<file path="src/rtl/alu_flags_reg.sv">
// alu_flags_reg: two-stage ALU flag register with a valid/ready result intake,
// per-flag write enables and a combinational branch-condition evaluator.
// Optional feature macro: FLAGS_SHADOW_EN adds a 4-bit shadow copy of the
// flags with save/restore controls. If the macro is undefined, the shadow
// register and its ports are absent.
module alu_flags_reg (
  input  logic       clk,
  input  logic       rst,
  input  logic       res_valid,
  output logic       res_ready,
  input  logic [7:0] result,
  input  logic       carry_in,
  input  logic       ovf_in,
  input  logic [3:0] we_mask,
`ifdef FLAGS_SHADOW_EN
  input  logic       save,
  input  logic       restore,
`endif
  input  logic [2:0] cond_sel,
  output logic [7:0] result_q,
  output logic [3:0] flags,
  output logic       flags_valid,
  output logic       cond_true
);

  localparam logic [0:0] IDLE = 1'b0;
  localparam logic [0:0] EVAL = 1'b1;

  logic [0:0] state;
  logic       accept;

  logic [7:0] res_p0;
  logic       carry_p0;
  logic       ovf_p0;
  logic [3:0] mask_p0;
  logic [3:0] eval_flags_p0;

  logic       restore_now;
  logic [3:0] shadow;

  // Candidate flags {Z,N,C,V} derived from a staged result.
  function automatic logic [3:0] derive_flags(input logic [7:0] r,
                                              input logic       c,
                                              input logic       v);
    return {(r == 8'h00), r[7], c, v};
  endfunction

  // Branch condition over {Z,N,C,V}; 111 is signed less-than (N xor V).
  function automatic logic cond_eval(input logic [2:0] sel,
                                     input logic [3:0] f);
    logic res;
    res = 1'b1;
    case (sel)
      3'b000: res = 1'b1;
      3'b001: res = f[3];
      3'b010: res = ~f[3];
      3'b011: res = f[1];
      3'b100: res = ~f[1];
      3'b101: res = f[2];
      3'b110: res = f[0];
      3'b111: res = f[2] ^ f[0];
      default: res = 1'b1;
    endcase
    return res;
  endfunction

  assign res_ready     = (state == IDLE);
  assign accept        = res_valid & res_ready;
  assign eval_flags_p0 = derive_flags(res_p0, carry_p0, ovf_p0);
  assign cond_true     = cond_eval(cond_sel, flags);

`ifdef FLAGS_SHADOW_EN
  assign restore_now = (state == IDLE) & restore;

  // Shadow copy: save only in IDLE, and restore has priority over save.
  always_ff @(posedge clk) begin
    if (rst) begin
      shadow <= 4'b0000;
    end else if ((state == IDLE) && save && !restore) begin
      shadow <= flags;
    end
  end
`else
  assign restore_now = 1'b0;
  assign shadow      = 4'b0000;
`endif

  // Control: IDLE accepts a result, EVAL commits it and pulses flags_valid.
  always_ff @(posedge clk) begin
    if (rst) begin
      state       <= IDLE;
      flags_valid <= 1'b0;
    end else begin
      flags_valid <= 1'b0;
      case (state)
        IDLE: if (accept) state <= EVAL;
        EVAL: begin
          state       <= IDLE;
          flags_valid <= 1'b1;
        end
        default: state <= IDLE;
      endcase
    end
  end

  // ---- stage p0: capture the offered result on handshake ----
  always_ff @(posedge clk) begin
    if (rst) begin
      res_p0   <= 8'h00;
      carry_p0 <= 1'b0;
      ovf_p0   <= 1'b0;
      mask_p0  <= 4'b0000;
    end else if (accept) begin
      res_p0   <= result;
      carry_p0 <= carry_in;
      ovf_p0   <= ovf_in;
      mask_p0  <= we_mask;
    end
  end

  // ---- stage p1: commit result and masked flags from EVAL ----
  always_ff @(posedge clk) begin
    if (rst) begin
      result_q <= 8'h00;
    end else if (state == EVAL) begin
      result_q <= res_p0;
    end
  end

  // Architectural flags: EVAL commit merges per mask; IDLE restore reloads shadow.
  always_ff @(posedge clk) begin
    if (rst) begin
      flags <= 4'b0000;
    end else if (state == EVAL) begin
      flags <= (flags & ~mask_p0) | (eval_flags_p0 & mask_p0);
    end else if (restore_now) begin
      flags <= shadow;
    end
  end

endmodule

</file>
<file path="config.mk">
export PLATFORM = sky130hd
export DESIGN_NAME = alu_flags_reg
export DESIGN_NICKNAME = d
export VERILOG_FILES = /design/src/rtl/alu_flags_reg.sv
export SDC_FILE = /design/constraint.sdc
export NUM_CORES = 1
export LEC_CHECK = 0
export ABC_AREA = 1
export BUFFER_PORTS_ARGS = -buffer_cell sky130_fd_sc_hd__buf_2
export CAP_MARGIN = 20
export CELL_PAD_IN_SITES_DETAIL_PLACEMENT = 0
export CELL_PAD_IN_SITES_GLOBAL_PLACEMENT = 1
export CORE_ASPECT_RATIO = 1.25
export CORE_UTILIZATION = 36
export CTS_BUF_LIST = sky130_fd_sc_hd__clkbuf_8
export CTS_CLUSTER_DIAMETER = 60
export DETAILED_ROUTE_END_ITERATION = 12
export PLACE_DENSITY_LB_ADDON = 0.25
export RECOVER_POWER = 100
export SLEW_MARGIN = 10
export SYNTH_ARGS = -nofsm -noshare
export SYNTH_HDL_FRONTEND = slang
export SYNTH_SLANG_ARGS = --single-unit
</file>
<file path="constraint.sdc">
create_clock -name clk -period 1.3 [get_ports clk]
set_clock_uncertainty 0.15 [all_clocks]
set_input_delay 0.26 -clock clk [delete_from_list [all_inputs] [get_ports clk]]
set_output_delay 0.26 -clock clk [all_outputs]
set_load 0.05 [all_outputs]
</file>
==> metrics.md <==
| Metric | Value |
|---|---|
| Status | `finished, violations left` |
| Failing checks | `setup timing` |
| Synth top area share | `53.08%` |
| Port bufs | `34` |
| Worst-path cell chain | `nand4_1 -> nand3_2 -> nand3_4 -> buf_8` |
| GRT Util Overall | `16.77%` |
| Cell accounting for the most synthesized area | `dfxtp_1` |
| Ys async rst share | `0%` |
| Area of the multi-input gates | `478.0 um2` |
| Die width | `50.44 um` |
| Actual slew at the worst max-slew pin | `0.5172 ns` |
| EDFF count, synth | `0` |
| Antenna diodes | `0` |
| Worst path slowest cell | `dfxtp_4` |
| I/O pin cnt | `35` |
| CTS Buffer Depth | `2` |
| Die Y | `62.56 um` |
| Clock latency at the later pin of the worst-skew pair | `0.27 ns` |
| Ranking of synthesized cells by area | `dfxtp_1 53%, nor2_1 18%, o21ai_0 10%` |
| Post-Synthesis Cells | `143` |
| Wire per inst | `10.81 um` |
| Worst path required time | `0.89 ns` |
| FILL cells | `278` |
| RSZ-0062 raised after global routing | `yes` |
| Cell family contributing the most delay on the critical path | `flip-flops` |
| First-pass GRT wire length | `4.008 mm` |
| CTS Buf Count | `3` |
| Crit path max fanout | `3` |
| Vias in the first global route | `900` |
| Main synth FF type | `dfxtp_1` |
| YS warnings | `0` |
| Dpl ws | `-0.09781 ns` |
| Root buffer cell | `clkbuf_8` |
| Max Cap Viol | `0` |
| Pin count of the biggest net entering global routing | `23` |
| Cell with the most instances after synthesis | `nor2_1` |
| Num rows | `21` |
| Worst Setup End Kind | `output pin` |
| Fmax achieved | `671.4 MHz` |
| DP HPWL | `1.700 mm` |
| Final period utilization | `114.6%` |
| PnR worst setup slack | `-0.1895 ns` |
| Sequential cell area | `575.6 um2` |
| Bufs and invs on worst path | `1` |
| Final slew viol count | `0` |
| Routability Congestion | `0.7262` |
| Area grow syn2layout | `40.52%` |
| Post-layout nets | `206` |
| Final setup TNS | `-0.3556 ns` |
| Die ar. | `3155 um2` |
| Initial Util | `38.64%` |
| Clk sinks | `28` |
| Worst Path Arrival | `1.08 ns` |
| Initial antenna violation count | `0` |
| DR iter-0 viols | `28` |
| WL final | `2.367 mm` |
| Drt pass-1 iters | `4` |
| DR DRC count | `0` |
| Cell variety after synth | `16` |
| Worst hold path class | `input port to register` |
| Post-route ant nets | `0` |
| Via count | `1025` |
| Synthesized Nets | `163` |
| Max_slew headroom | `65.48%` |
| Maximum vdd drop | `557.0 uV` |
| Netlist Area Pre-Place | `1056 um2` |
| PD cells | `1154 nW/um2` |
| Post-synthesis sequential area ratio | `53.08%` |
| CTS tree | `yes` |
| Total congestion overflow | `0` |
| Static leakage | `0.6934 nW` |
| Htree depth | `1` |
| Proportion of layout cells with a drive suffix above 1 | `32.43%` |
| Fin crit period | `1.489 ns` |
| CORE AREA | `2733 um2` |
| Count of final setup violators | `4` |
| Syn avg cell area | `7.385 um2` |
| Cell types with the highest counts after synthesis | `52 x nor2_1, 28 x dfxtp_1, 21 x o21ai_0, 15 x nand2_1, 5 x nand3_1` |
| Max incr delay on CP | `0.37 ns` |
| Type of origin of the critical path | `register` |
| Final Hold Vio Count | `0` |
| Via density | `4.680` |
| Clock transition at path regs | `0.09 ns` |
| Flops & latches, synth | `28` |
| Setup CP Type | `register to output pin` |
-- cells in the final DEF, fill, tap and decap left out, types with 3 or more instances in the layout --
cell	synthesis	final
a21oi_1	4	4
buf_2	2	20
buf_4	1	5
buf_6	1	3
buf_8	0	5
clkbuf_4	0	8
clkbuf_8	0	3
dfxtp_1	28	24
dfxtp_4	0	4
inv_1	4	6
nand2_1	15	11
nand2_2	1	4
nor2_1	52	52
o21ai_0	21	19
o21ai_1	3	4
-- layout make-up --
type                            instances  share of cell area, %
Clock buffer                            3                  2.782
Sequential cell                        28                  38.79
Tap cell                               34                  2.867
Inverter                                6                  1.518
Multi-Input combinational cell        103                  32.21
Timing Repair Buffer                   44                  21.59
Clock inverter                          1                 0.2530
-- final timing paths --
path,from,endpoint,slack [ns],depth (start not counted)
setup / recovery,register,cond_true,-0.19,4
hold / removal,ovf_in,ovf_p0,0.08,3
setup reg to reg,state,register,-0.01,5
hold reg to reg,result_q[7],result_q[7],0.31,2
-- worst reg2reg max path, stage by stage, from the launching register on --
cell      delay, ns
dfxtp_1        0.32
inv_1          0.17
clkbuf_1       0.18
buf_4          0.17
nor2_1         0.05
a211oi_1       0.18
-- kinds of logic after synthesis --
family                 share of synthesized area, %
AO/OA/AOI/OAI                                 13.98
flip-flops                                    53.08
AND/OR/NAND/NOR                               27.37
buffers and inverters                         5.569
-- report_power, final --
group	leakage (nW)	internal (mW)	switching, mW
registers	0.234	0.906	0.0360
logic	0.433	0.114	0.200
clock network	0.0269	0.212	0.245
-- what timing repair did --
item | in CTS | in global routing
endpoints found under the setup margin | 6 | 26
hold buffers | 0 | 0
setup buffers | 3 | 2
pin swaps | 6 | 5
gates resized for setup | 17 | 19
-- through the flow --
step / hold slack [ns] / total power [mW] / util [%] / cells / instance area [um2]
after floorplan: 0.1694 / 1.161 / - / 143 / 1084
final: 0.07917 / 1.713 / 54.30 / 219 / 1484
after CTS: 0.07521 / 1.724 / 51.83 / 217 / 1416
after global routing: 0.08571 / 1.805 / 54.30 / 219 / 1484
after detailed placement: 0.3022 / 1.247 / 47.48 / 210 / 1297
after global placement: 0.2943 / 1.242 / 47.48 / 210 / 1297
-- metal layers --
metal	up-vias	share of wire (%)	GRT usage, %
li1	542	-	-
met1	445	45	21.75
met2	34	49	26.33
met3	4	4.7	2.920
met4	0	1.7	8.333
met5	-	0	0
No activity file was read; power rests on OpenSTA's default activity.
